$ cat config.mk
export PLATFORM = sky130hd
export DESIGN_NAME = dtc_vote_accum
export DESIGN_NICKNAME = d
export VERILOG_FILES = /design/src/rtl/dtc_vote_accum.sv
export SDC_FILE = /design/constraint.sdc
export NUM_CORES = 1
export LEC_CHECK = 0
export ABC_AREA = 1
export CAP_MARGIN = 20
export CELL_PAD_IN_SITES_DETAIL_PLACEMENT = 0
export CELL_PAD_IN_SITES_GLOBAL_PLACEMENT = 1
export CORE_AREA = 2 2 182 95
export CTS_BUF_LIST = sky130_fd_sc_hd__clkbuf_4 sky130_fd_sc_hd__clkbuf_8
export DETAILED_ROUTE_END_ITERATION = 8
export DIE_AREA = 0 0 184 97
export PLACE_DENSITY = 0.75
export SLEW_MARGIN = 10
export SYNTH_ARGS = -nofsm -noshare
export SYNTH_HDL_FRONTEND = slang
export SYNTH_SLANG_ARGS = --single-unit
$ cat constraint.sdc
create_clock -name clk -period 5.4 [get_ports clk]
set_clock_uncertainty 0.2 [all_clocks]
set_input_delay 1.08 -clock clk [delete_from_list [all_inputs] [get_ports clk]]
set_output_delay 1.08 -clock clk [all_outputs]
set_load 0.005 [all_outputs]
$ cat src/rtl/dtc_vote_accum.sv
// Majority-vote accumulator: counts per-class decisions over a window, scans for the
// winner and presents it over valid/ready. Optional confidence/tie outputs: DTC_VOTE_CONF_EN.
module dtc_vote_accum #(
  parameter int unsigned WIN = 16,
  parameter int unsigned CW  = 8
) (
  input  logic          clk,
  input  logic          rst,
  input  logic          in_valid,
  output logic          in_ready,
  input  logic [2:0]    in_class,
  input  logic          flush,
  output logic          out_valid,
  input  logic          out_ready,
  output logic [2:0]    out_class,
  output logic [CW-1:0] out_nsamp
`ifdef DTC_VOTE_CONF_EN
  ,
  output logic [CW-1:0] out_conf,
  output logic          out_tie
`endif
);

  typedef enum logic [1:0] {ACCUM, RESOLVE, OUTPUT} state_e;

  state_e        state_q, state_d;
  logic [CW-1:0] cnt_q [8];
  logic [CW-1:0] cnt_d [8];
  logic [CW-1:0] nsamp_q, nsamp_d;
  logic [CW-1:0] nsamp_inc;
  logic [2:0]    scan_q, scan_d;
  logic [2:0]    best_q, best_d;
  logic [CW-1:0] best_cnt_q, best_cnt_d;
  logic          in_ready_q, in_ready_d;
  logic          out_valid_q, out_valid_d;
  logic [2:0]    out_class_q, out_class_d;
  logic [CW-1:0] out_nsamp_q, out_nsamp_d;
  logic          accept;
`ifdef DTC_VOTE_CONF_EN
  logic          tie_q, tie_d;
  logic [CW-1:0] out_conf_q, out_conf_d;
  logic          out_tie_q, out_tie_d;
`endif

  always_comb begin
    state_d     = state_q;
    nsamp_d     = nsamp_q;
    scan_d      = scan_q;
    best_d      = best_q;
    best_cnt_d  = best_cnt_q;
    out_valid_d = out_valid_q;
    out_class_d = out_class_q;
    out_nsamp_d = out_nsamp_q;
    for (int unsigned i = 0; i < 8; i++) cnt_d[i] = cnt_q[i];
`ifdef DTC_VOTE_CONF_EN
    tie_d      = tie_q;
    out_conf_d = out_conf_q;
    out_tie_d  = out_tie_q;
`endif
    accept    = in_valid && in_ready_q;
    nsamp_inc = nsamp_q + CW'(1);

    case (state_q)
      ACCUM: begin
        if (accept) begin
          cnt_d[in_class] = cnt_q[in_class] + CW'(1);
          nsamp_d         = nsamp_inc;
        end
        // A flush only closes a window that holds at least one sample
        if ((accept && nsamp_inc == CW'(WIN)) || (flush && (accept || nsamp_q != '0))) begin
          state_d = RESOLVE;
          scan_d  = '0;
        end
      end
      RESOLVE: begin
        // Strict compare keeps the lowest index on ties
        if (cnt_q[scan_q] > best_cnt_q) begin
          best_d     = scan_q;
          best_cnt_d = cnt_q[scan_q];
`ifdef DTC_VOTE_CONF_EN
          tie_d      = 1'b0;
        end else if (cnt_q[scan_q] == best_cnt_q && best_cnt_q != '0) begin
          tie_d      = 1'b1;
`endif
        end
        scan_d = scan_q + 3'd1;
        if (scan_q == 3'd7) begin
          out_class_d = best_d;
          out_nsamp_d = nsamp_q;
          out_valid_d = 1'b1;
          state_d     = OUTPUT;
`ifdef DTC_VOTE_CONF_EN
          out_conf_d  = best_cnt_d;
          out_tie_d   = tie_d;
`endif
        end
      end
      OUTPUT: begin
        if (out_ready) begin
          for (int unsigned i = 0; i < 8; i++) cnt_d[i] = '0;
          nsamp_d     = '0;
          best_d      = '0;
          best_cnt_d  = '0;
          out_valid_d = 1'b0;
          state_d     = ACCUM;
`ifdef DTC_VOTE_CONF_EN
          tie_d       = 1'b0;
`endif
        end
      end
      default: state_d = ACCUM;
    endcase

    in_ready_d = (state_d == ACCUM);
  end

  always_ff @(posedge clk) begin
    if (rst) begin
      state_q     <= ACCUM;
      for (int unsigned i = 0; i < 8; i++) cnt_q[i] <= '0;
      nsamp_q     <= '0;
      scan_q      <= '0;
      best_q      <= '0;
      best_cnt_q  <= '0;
      in_ready_q  <= 1'b1;
      out_valid_q <= 1'b0;
      out_class_q <= '0;
      out_nsamp_q <= '0;
`ifdef DTC_VOTE_CONF_EN
      tie_q       <= 1'b0;
      out_conf_q  <= '0;
      out_tie_q   <= 1'b0;
`endif
    end else begin
      state_q     <= state_d;
      for (int unsigned i = 0; i < 8; i++) cnt_q[i] <= cnt_d[i];
      nsamp_q     <= nsamp_d;
      scan_q      <= scan_d;
      best_q      <= best_d;
      best_cnt_q  <= best_cnt_d;
      in_ready_q  <= in_ready_d;
      out_valid_q <= out_valid_d;
      out_class_q <= out_class_d;
      out_nsamp_q <= out_nsamp_d;
`ifdef DTC_VOTE_CONF_EN
      tie_q       <= tie_d;
      out_conf_q  <= out_conf_d;
      out_tie_q   <= out_tie_d;
`endif
    end
  end

  assign in_ready  = in_ready_q;
  assign out_valid = out_valid_q;
  assign out_class = out_class_q;
  assign out_nsamp = out_nsamp_q;
`ifdef DTC_VOTE_CONF_EN
  assign out_conf  = out_conf_q;
  assign out_tie   = out_tie_q;
`endif

endmodule
# Word-level counts from Yosys, hierarchy flattened
# Memory sizes are Yosys's and may differ from the RTL's. A register that Yosys moved wholly into a read port is not among the register bits.
# Cells that the tools add are included.
[word_totals]
regBits = 37
latch_bits = 0
ramBits = 64
rom_bits = 0
input_bits = 8
out_inout_bits = 13
word_cells = 88
mem_count = 1
[classes]
add_sub_neg = 3
multipliers = 0
div = 0
n_lt_le_gt_ge = 3
n_eq_ne = 9
n_shift = 0
mux = 36
bitwise_logic = 9
n_reduce_logical = 18
[mem_list]
columns = ["memory", "depth", "width", "rd", "rd_ports_with_merged_regs", "write_ports", "line", "source"]
rows = [
  ["cnt_q", 8, 8, 10, 1, 8, "27", "logic [CW-1:0] cnt_q [8];"],
]
[op_table]
columns = ["cell", "count"]
rows = [
  ["64-bit 2-to-1 mux", 2],
  ["64-bit one-hot mux with 2 select lines", 1],
  ["8-bit 2-to-1 mux", 12],
  ["64-bit bitwise mux", 1],
  ["8-bit one-hot mux with 2 select lines", 2],
  ["8-bit demux with 3-bit select", 1],
  ["8-bit by 1-bit adder with 8-bit output, second input constant", 2],
  ["3-bit 2-to-1 mux", 5],
  ["3-bit one-hot mux with 2 select lines", 2],
  ["2-bit inequality test, second input constant", 5],
  ["3-bit AND reduction", 3],
  ["8-bit by 5-bit == test with 1-bit output, second input constant", 1],
  ["8-bit > comparator", 1],
  ["1-bit bitwise OR", 8],
  ["8-bit nonzero test", 1],
  ["2-bit 2-to-1 mux", 3],
  ["2-bit one-hot mux with 3 select lines", 1],
  ["2-bit AND reduction", 3],
  ["2-bit nonzero test", 3],
  ["1-bit 2-to-1 mux", 5],
  ["4-bit >= comparator, second input constant", 1],
  ["1-bit logical AND", 4],
  ["2-bit logical NOT", 2],
  ["4-bit by 1-bit less-than comparator with 1-bit output, second input constant", 1],
  ["other kinds (7)", 8],
]

# Longest topological paths before layout
# Gate-level depths: netlist (run 1).
[depth]
depth_word = 9
mapped_depth = 19
ltp_nobuf = 18

# Worst setup path after synthesis (run 1)
# Ideal clock, no wire load.
[synth_timing]
kind = "in2reg"
start = "input port in_class[2]"
end = "memory cnt_q[6][6]"
setup_time_ps = 132
arrival_time_ps = 2410
required_time_ps = 5068
slack_ps = 2658
cell_stages = 13
n_path_buf = 1
path_cell_list = "buf_4 > inv_2 > nor2_1 > nand3_1 > nand2_1 > inv_1 > nand2_4 > ha_1 > nand2_2 > nor2_4 > nand3_2 > nand3_1 > a21oi_1"
[synth_lines]
columns = ["element", "line", "source"]
rows = [
  ["start, declared", "11", "input logic [2:0] in_class,"],
  ["end, declared", "27", ""],
]

==> results of run 1 <==
## stage by stage
stage	utilization	power, W	setup slack [ns]
after detailed placement	0.3772	0.001056	1.513
after global placement	0.3769	0.001058	1.551
after global routing	0.3890	0.001616	1.334
after floorplan	-	0.0009828	2.658
final	0.3890	0.001547	1.529
after CTS	0.3887	0.001547	1.677
## report_power, final
| part | switching [W] | internal (W) | total [W] |
|---|---|---|---|
| Clock | 0.000289 | 0.000211 | 0.000500 |
| Combinational | 0.000187 | 0.0000697 | 0.000257 |
| Sequential | 0.0000107 | 0.000780 | 0.000791 |
## cell families after synthesis
family / count (synthesis)
adder cells (fa/ha/maj): 14
XOR/XNOR: 5
flip-flops: 104
buffers and inverters: 118
AO/OA/AOI/OAI: 197
AND/OR/NAND/NOR: 440
## per-layer routing
layer | share of wire | up-vias | global-route usage
li1 | - | 2860 | -
met1 | 0.58 | 2534 | 0.3834
met2 | 0.33 | 206 | 0.2337
met3 | 0.089 | 10 | 0.05798
met4 | 0.0050 | 0 | 0.02954
met5 | 0 | - | 0
## state kept, by name, summed over array words and instances (netlist names), named ones only
signal / count
best_cnt_q: 8
best_q: 3
cnt_q: 64
in_ready: 1
nsamp_q: 8
out_class: 3
out_nsamp: 8
out_valid: 1
scan_q: 3
state_q: 2
## Yosys cell counts (3+ instances only)
library cell    n
inv_2           5
nand2_2         8
dfxtp_1       104
o211ai_1        3
o21ai_0        57
nor2_1         47
nand2_1       295
clkbuf_1       26
ha_1           14
a31oi_1         3
nand4_1         4
buf_6           4
buf_2           5
inv_1          74
nor3_1          8
nand2_4         4
nand3_1        63
buf_4           3
xor2_1          3
a21oi_1       118
o22ai_1        10
## cell usage in the layout (no fill, tap or decap), types with 2 or more instances in the layout
| master | netlist | routed |
|---|---|---|
| nor3_2 | 1 | 2 |
| nand3_1 | 63 | 63 |
| nand2_4 | 4 | 4 |
| or2_1 | 2 | 2 |
| o21ai_1 | 2 | 2 |
| buf_2 | 5 | 3 |
| inv_2 | 5 | 5 |
| nand2_2 | 8 | 8 |
| nor2_4 | 2 | 2 |
| nor3_1 | 8 | 7 |
| clkdlybuf4s50_1 | 0 | 18 |
| o211ai_1 | 3 | 3 |
| nor2_2 | 2 | 2 |
| nand3_2 | 2 | 2 |
| o21ai_0 | 57 | 57 |
| o21bai_4 | 2 | 2 |
| nor2_1 | 47 | 47 |
| nand2_1 | 295 | 295 |
| inv_1 | 74 | 74 |
| xor2_1 | 3 | 3 |
| nand4_1 | 4 | 4 |
| o22ai_1 | 10 | 10 |
| buf_4 | 3 | 12 |
| ha_1 | 14 | 14 |
| clkbuf_8 | 0 | 9 |
| clkinv_2 | 0 | 3 |
| dfxtp_1 | 104 | 104 |
| a31oi_1 | 3 | 3 |
| a21oi_1 | 118 | 118 |
## worst max-delay path, stage by stage (launching register included)
cell     delay [ns]
dfxtp_1        0.57
buf_4          0.29
o21ai_0        0.10
o21ai_0        0.56
nor2_1         0.09
a31oi_1        0.28
ha_1           0.31
nand2_1        0.09
nor2_1         0.07
nand4_1        0.09
nand2_1        0.18
o21ai_2        0.41
inv_1          0.27
nand2_1        0.13
a21oi_1        0.07
## area by class of cell
| type | instances | share of cell area |
|---|---|---|
| tap | 210 | 0.04194 |
| clock buffer | 9 | 0.01977 |
| timing repair buffer | 33 | 0.04554 |
| inverter | 79 | 0.04733 |
| multi-input combinational | 656 | 0.5033 |
| clock inverter | 6 | 0.009786 |
| sequential | 104 | 0.3323 |
## worst max-delay path by stage
stage / cells past startpoint / from / slack, ns / end
2_1_floorplan: 13 / in_class[2] / 2.66 / cnt_q[6][6]$_SDFFE_PP0P_
3_3_place_gp: 11 / in_class[2] / 1.55 / cnt_q[1][6]$_SDFFE_PP0P_
3_5_place_dp: 11 / in_class[1] / 1.51 / cnt_q[1][1]$_SDFFE_PP0P_
4_1_cts: 14 / register / 1.68 / best_cnt_q[0]$_SDFFE_PP0P_
5_1_grt: 15 / register / 1.33 / best_cnt_q[4]$_SDFFE_PP0P_
6_report: 14 / register / 1.53 / best_cnt_q[5]$_SDFFE_PP0P_
==> flow_summary.yaml, run 1 <==
route:
  ant_nets: 0
  drc: 0
  wirelength_mm: 18.66
  drtIter0Drc: 639
  first_pass_iters: 5
  avgRoutedWirePerCell_um: 17.01
  vias: 5610
  via_per_inst: 5.114
timing:
  setup_viol: 0
  fin_crit_sh: 0.7169
  tns_ns: 0
  rsz0062_at_grt: "no"
  period_minus_slack_ns: 3.871
  worst_pin_slew_ns: 1.129
  finalHoldViolCount: 0
  slew_violations: 0
  max_slew_margin: 0.2471
  worst_hold_slack_ns: 0.2701
  fmax_mhz: 258.3
clock_network:
  cts_buffer_depth: 2
  post_cts_buffers: 0
  clk_latency_ns: 0.40
  cts_tree: "done"
  cts_buffers: 9
  path_clk_slew_ns: 0.10
  post_cts_resized: 0
  hold_buffers: 0
  numClockSinks: 104
  h-tree-depth: 3
  cts-root-buf: "clkbuf_8"
cells_and_area:
  fillCellCount: 1743
  design_area_sq_mm: 0.006265
  antenna_cells: 0
  layout.nets: 905
  regArea_sq_mm: 0.002082
  multi_input_area_sq_mm: 0.003153
  fin_cells: 1097
  drive_gt1_frac: 0.06877
  area_growth_pct: 9.299
flow_run:
  cap_viol_max_count: 0
global_route:
  grt_pass1_wl_mm: 28.79
  grt_start_max_net_pins: 50
  antenna_found_initial: 0
  grt_usage: 0.2146
  grt_pass1_vias: 4824
  overflow: 0
yosys:
  synth_top_family_by_area: "simple AND/OR/NAND/NOR gates"
  synth_fa_ha_area_frac: 0.03056
  synthTopCellsByArea: "dfxtp_1, nand2_1, a21oi_1, nand3_1, o21ai_0"
  ys_warn_count: 0
  synth_area_leader_cell: "dfxtp_1"
  yosysSeqAreaShare: 0.3632
  synth_ff_type: "dfxtp_1"
  async_flop_share: 0
  synthesis.area_sq_mm: 0.005732
  avgSynthCellArea_sq_um: 6.528
  synthesis.nets: 900
  synth_cell_types: 35
  ys_seq_elements: 104
  synth_xor_area_frac: 0.01091
  synth_compound_area_frac: 0.1821
  synth_cells: 878
  synth_top_area_frac: 0.3632
  synthMuxAreaShare: 0
  yosys.area_share.simple: 0.3257
  synth_edf_count: 0
floorplan:
  pin_count: 21
  die_h_um: 97
  num_rows: 33
  dieArea_sq_mm: 0.01785
  initial_core_util: 0.3559
  core_sq_mm: 0.01610
  die_x_um: 184
hold_path:
  hold_path_class: "reg2reg"
  min_from: "cnt_q[5][7]$_SDFFE_PP0P_"
  holdPathStages: 2
  min_to: "cnt_q[5][7]$_SDFFE_PP0P_"
place:
  gp_congestion: 0.8639
  dp_hpwl_mm: 13.50
  post-place-cells: 1082
  dpl_cell_area_sq_mm: 0.006075
  io_buffers: 20
critical_path:
  reg2reg_depth: 14
  r2r-end: "best_cnt_q[5]$_SDFFE_PP0P_"
  arrival_ns: 3.93
  critPathKind: "reg2reg"
  worst-r2r-setup-slack_ns: 1.53
  crit_fanout: 12
  crit_required_ns: 5.46
  end_kind: "register"
  start_kind: "register"
power:
  p_per_area_mw_per_mm2: 246.9
  max-vdd-ir-drop_v: 0.0001041
  power_leakage_nw: 2.388
outcome:
  run_status: "finished, final reports clean"
Power figures use the tool's default switching activity.
==> run 2: changes to the inputs <==
- PLACE_DENSITY: 0.75 -> 0.77
- clock period: 5.4 -> 3.3 ns (I/O delays scaled with it)
==> run 2 against run 1 <==
Maximum frequency rose by 28%. Global-route usage rose by 0.90 points. Sequential cell count did not move. Core utilization rose by 1.8 points. Worst hold slack got worse by 0.0026 ns. Register-to-register slack got worse by 1.3 ns. Critical path type unchanged.
==> flow_summary.yaml, run 2 (same netlist as run 1, synthesis figures left out) <==
floorplan:
  dieArea_sq_mm: 0.01785
  die_x_um: 184
  num_rows: 33
  pin_count: 21
  die_h_um: 97
  initial_core_util: 0.3559
  core_sq_mm: 0.01610
power:
  max-vdd-ir-drop_v: 0.0001724
  power.total_w: 0.002620
  p_per_area_mw_per_mm2: 399.7
  power_leakage_nw: 2.538
place:
  gp_congestion: 0.8911
  place_ws_ns: 0.1907
  io_buffers: 20
  dp_hpwl_mm: 13.97
  dpl_cell_area_sq_mm: 0.006330
critical_path:
  arrival_ns: 3.08
  critPathKind: "reg2reg"
  reg2reg_depth: 17
  start_kind: "register"
  crit_fanout: 21
  crit_required_ns: 3.36
  end_kind: "register"
cells_and_area:
  design_area_sq_mm: 0.006554
  regMostFlops: "cnt_q"
  layout.nets: 932
  largest_register_ffs: 64
  layout_commonest_cell: "nand2_1"
  fillCellCount: 1761
  multi_input_area_sq_mm: 0.003169
  antenna_cells: 0
  layout_common_cells: "nand2_1, a21oi_1, dfxtp_1"
  regArea_sq_mm: 0.002082
  drive_gt1_frac: 0.1016
  area_growth_pct: 14.34
timing:
  setup_viol: 0
  tns_ns: 0
  slew_violations: 0
  finalHoldViolCount: 0
  max_slew_margin: 0.3149
  worst_pin_slew_ns: 1.028
  fin_crit_sh: 0.9156
  worst_slack_ns: 0.2785
  fmax_mhz: 331.0
  period_minus_slack_ns: 3.021
clock_network:
  clk_latency_ns: 0.40
  cts_tree: "done"
  h-tree-depth: 3
  cts_buffer_depth: 2
  cts_buffers: 9
  numClockSinks: 104
  post_cts_buffers: 0
  cts-root-buf: "clkbuf_8"
  path_clk_slew_ns: 0.10
route:
  ant_nets: 0
  via_per_inst: 5.172
  avgRoutedWirePerCell_um: 17.18
  first_pass_iters: 5
  drtIter0Drc: 531
  vias: 5818
  drc: 0
  wirelength_mm: 19.33
global_route:
  grt_start_max_net_pins: 72
  grt_pass1_vias: 5179
  overflow: 0
  grt_usage: 0.2236
  grt_pass1_wl_mm: 30.24
  antenna_found_initial: 0
hold_path:
  holdPathStages: 2
  hold_path_class: "reg2reg"
flow_run:
  cap_viol_max_count: 0
outcome:
  run_status: "finished, final reports clean"
run 2: repair_timing:
item                       4_1_cts  5_1_grt
setup endpoints to repair        0       13
hold endpoints to repair         0        0
resized for setup                0        6
hold buffers                     0        0
run 2: path summary, 6_finish.rpt:
kind	slack (ns)	startpoint	endpoint
setup / recovery	0.28	register	best_cnt_q[6]$_SDFFE_PP0P_
hold / removal	0.27	best_cnt_q[3]$_SDFFE_PP0P_	best_cnt_q[3]$_SDFFE_PP0P_
setup reg to reg	0.28	register	best_cnt_q[6]$_SDFFE_PP0P_
hold reg to reg	0.27	best_cnt_q[3]$_SDFFE_PP0P_	best_cnt_q[3]$_SDFFE_PP0P_
run 2: area by class of cell:
cell class | instances | share of cell area
Multi-Input combinational cell | 656 | 0.4836
Clock buffer | 10 | 0.02005
Tap cell | 210 | 0.04009
Timing Repair Buffer | 60 | 0.08247
Inverter | 79 | 0.04582
Clock inverter | 6 | 0.01031
Sequential cell | 104 | 0.3177
run 2: routing by layer:
layer	global-route usage	share of wire	wire length [um]
met5	0	0	0
met4	0.03754	0.0066	127
met3	0.07869	0.10	1938
met2	0.2563	0.34	6535
met1	0.3752	0.55	10730
run 2: stage by stage:
stage / instances / hold WS (ns) / utilization
global route: 1125 / 0.2916 / 0.4070
CTS: 1125 / 0.2704 / 0.4054
detailed placement: 1109 / 0.2547 / 0.3931
finish: 1125 / 0.2675 / 0.4070
global placement: 1109 / 0.2502 / 0.3931
floorplan: 878 / 0.2409 / -
run 2: worst max-delay path, stage by stage, from the launching register on:
cell and delay [ns]:
dfxtp_1 0.37, buf_12 0.20, clkinvlp_4 0.23, o21ai_0 0.17, o22ai_2 0.15, nand2_1 0.16, nand2_1 0.11, ha_1 0.31
nand2_1 0.07, o21ai_0 0.16, nand2_1 0.07, nand2_1 0.09, nand2_2 0.09, o21ai_2 0.17, inv_1 0.08, buf_4 0.15
nand2_1 0.05, a21oi_1 0.06
run 2: report_power, final:
part,switching (W),internal (W),leakage (nW)
clock network,0.000472,0.000362,0.0963
logic,0.000325,0.000167,1.60
registers,0.0000167,0.00128,0.839
==> run 3: changes to the inputs <==
- ABC_AREA: 1 -> not set
- CORE_AREA: 2 2 182 95 -> 2 2 157 82
- DIE_AREA: 0 0 184 97 -> 0 0 159 84
- PLACE_DENSITY: 0.77 -> 0.86
==> run 3 against run 2 <==
Power fell by 8.8%. Maximum frequency fell by 6.3%. Cell count fell by 30%. Core utilization rose by 12 points. Combinational power fell by 47%. Sequential share of layout area rose by 0.87 points. Design area fell by 2.6%. Global-route usage rose by 2.7 points.
==> flow_summary.yaml, run 3 <==
critical_path:
  critPathKind: "reg2reg"
  r2r-end: "out_class[2]$_SDFFE_PP0P_"
  start_kind: "register"
  endpoint: "out_class[2]$_SDFFE_PP0P_"
  worst-r2r-setup-slack_ns: 0.07
  end_kind: "register"
  arrival_ns: 3.28
  reg2reg_depth: 10
  crit_required_ns: 3.35
  crit_fanout: 7
route:
  ant_nets: 0
  drc: 0
  first_pass_iters: 5
  drtIter0Drc: 761
  wirelength_mm: 16.40
  avgRoutedWirePerCell_um: 20.68
  vias: 4730
  via_per_inst: 5.965
global_route:
  overflow: 0
  grt_pass1_wl_mm: 25.46
  grt_pass1_vias: 4441
  grt_usage: 0.2509
  antenna_found_initial: 0
  grt_start_max_net_pins: 27
place:
  post-place-cells: 777
  gp_congestion: 0.9385
  dp_hpwl_mm: 12.50
  io_buffers: 20
  dpl_cell_area_sq_mm: 0.006085
timing:
  worst_pin_slew_ns: 0.7041
  rsz0062_at_grt: "no"
  max_slew_margin: 0.5263
  tns_ns: 0
  period_minus_slack_ns: 3.225
  slew_violations: 0
  fmax_mhz: 310.1
  fin_crit_sh: 0.9773
  setup_viol: 0
  finalHoldViolCount: 0
  worst_hold_slack_ns: 0.2626
cells_and_area:
  fillCellCount: 1116
  antenna_cells: 0
  regArea_sq_mm: 0.002085
  layout.nets: 640
  regMostFlops: "cnt_q"
  fin_cells: 793
  multi_input_area_sq_mm: 0.003083
  largest_register_ffs: 64
  layout_common_cells: "dfxtp_1, nand2_1, buf_4"
  layout_commonest_cell: "dfxtp_1"
  design_area_sq_mm: 0.006386
  drive_gt1_frac: 0.2311
  area_growth_pct: 19.98
clock_network:
  cts-root-buf: "clkbuf_8"
  cts_tree: "done"
  cts_buffer_depth: 2
  numClockSinks: 104
  clk_latency_ns: 0.38
  cts_buffers: 9
  path_clk_slew_ns: 0.11
  h-tree-depth: 3
  hold_buffers: 0
yosys:
  synth_common_cells: "dfxtp_1, nand2_1, nand3_1"
  synth_cells: 561
  ys_warn_count: 0
  ys_seq_elements: 104
  synth_cell_types: 53
  avgSynthCellArea_sq_um: 9.488
  async_flop_share: 0
  synthTopCellsByArea: "dfxtp_1, mux4_2, nand3_1, nand2_1, nor2_1"
  synth_area_leader_cell: "dfxtp_1"
  yosysSeqAreaShare: 0.3912
  synth_top_area_frac: 0.3912
  synth_edf_count: 0
  synth_most_common_cell: "dfxtp_1"
  synth_ff_type: "dfxtp_1"
  synthesis.area_sq_mm: 0.005323
  synthesis.nets: 583
power:
  max-vdd-ir-drop_v: 0.0001903
  p_comb_frac: 0.109
  p_per_area_mw_per_mm2: 374.0
  netSwitchingPower_w: 0.0006472
  clkPwrFrac: 0.353
  internal_power_w: 0.001741
  power_leakage_nw: 2.274
  power.total_w: 0.002388
  seqPwrFrac: 0.538
  swShare: 0.2710
hold_path:
  hold_path_class: "reg2reg"
floorplan:
  dieArea_sq_mm: 0.01336
  core_sq_mm: 0.01219
  num_rows: 29
  die_h_um: 84
  initial_core_util: 0.4366
  pin_count: 21
  die_x_um: 159
flow_run:
  cap_viol_max_count: 0
outcome:
  run_status: "finished, final reports clean"
[run 3: how the worst min path moves through the flow]
stage | from | end | slack [ns] | depth (start not counted)
global placement | out_nsamp[7]$_SDFFE_PP0P_ | out_nsamp[7]$_SDFFE_PP0P_ | 0.24 | 2
CTS | out_nsamp[4]$_SDFFE_PP0P_ | out_nsamp[4]$_SDFFE_PP0P_ | 0.26 | 2
floorplan | cnt_q[7][6]$_SDFFE_PP0P_ | cnt_q[7][6]$_SDFFE_PP0P_ | 0.23 | 2
global route | out_nsamp[6]$_SDFFE_PP0P_ | out_nsamp[6]$_SDFFE_PP0P_ | 0.28 | 2
finish | out_nsamp[1]$_SDFFE_PP0P_ | out_nsamp[1]$_SDFFE_PP0P_ | 0.26 | 2
detailed placement | out_nsamp[4]$_SDFFE_PP0P_ | out_nsamp[4]$_SDFFE_PP0P_ | 0.25 | 2
[run 3: final cells by class]
| cell class | instances | area share |
|---|---|---|
| clock buffers | 9 | 0.01940 |
| multi-input cells | 404 | 0.4828 |
| well taps | 170 | 0.03331 |
| clock inverters | 7 | 0.01274 |
| inverters | 14 | 0.008229 |
| flip-flops and latches | 104 | 0.3264 |
| repair buffers | 85 | 0.1172 |
[run 3: timing repair]
action	in CTS	in global routing
gates resized for setup	1	16
pin swaps	0	3
cloned	0	0
buffers inserted	0	0
setup endpoints to repair	3	14
[run 3: power by group through the flow]
stage / clock [W] / sequential [W] / combinational, W
after floorplan: 0 / 0.00131 / 0.000144
after global placement: 0 / 0.00131 / 0.000246
after detailed placement: 0 / 0.00131 / 0.000249
after CTS: 0.000856 / 0.00128 / 0.000251
after global routing: 0.000911 / 0.00129 / 0.000277
final: 0.000843 / 0.00129 / 0.000259
[run 3: logic make-up (layout without fill, tap and decap cells)]
logic type	count (synthesis)	in the layout	share of synthesized area
compound gates	120	120	0.1457
fa+ha+maj	14	14	0.03291
simple gates	207	207	0.1819
buf+inv	53	115	0.04513
xor+xnor	12	12	0.02398
mux	51	51	0.1791
flops	104	104	0.3912
[run 3: metrics by stage]
stage / setup WS [ns] / utilization
floorplan: 0.03561 / -
global placement: -0.08139 / 0.4991
detailed placement: -0.1615 / 0.4991
CTS: -0.02839 / 0.5161
global route: 0.006408 / 0.5238
finish: 0.07494 / 0.5238
[run 3: worst max-delay path, stage by stage (launching register included)]
cell and delay (ns):
dfxtp_2 0.36, buf_12 0.12, buf_4 0.17, mux4_2 0.51
mux2_2 0.31, ha_1 0.31, and4_1 0.24, a221o_1 0.42
nand2_4 0.15, mux2i_1 0.20, a211oi_1 0.09
[run 3: per-layer routing]
metal | track usage | vias to the layer above | share of wire
met1 | 0.3844 | 2259 | 0.48
met5 | 0 | - | 0
li1 | - | 2165 | -
met2 | 0.3055 | 286 | 0.36
met4 | 0.04959 | 0 | 0.0090
met3 | 0.1247 | 20 | 0.15
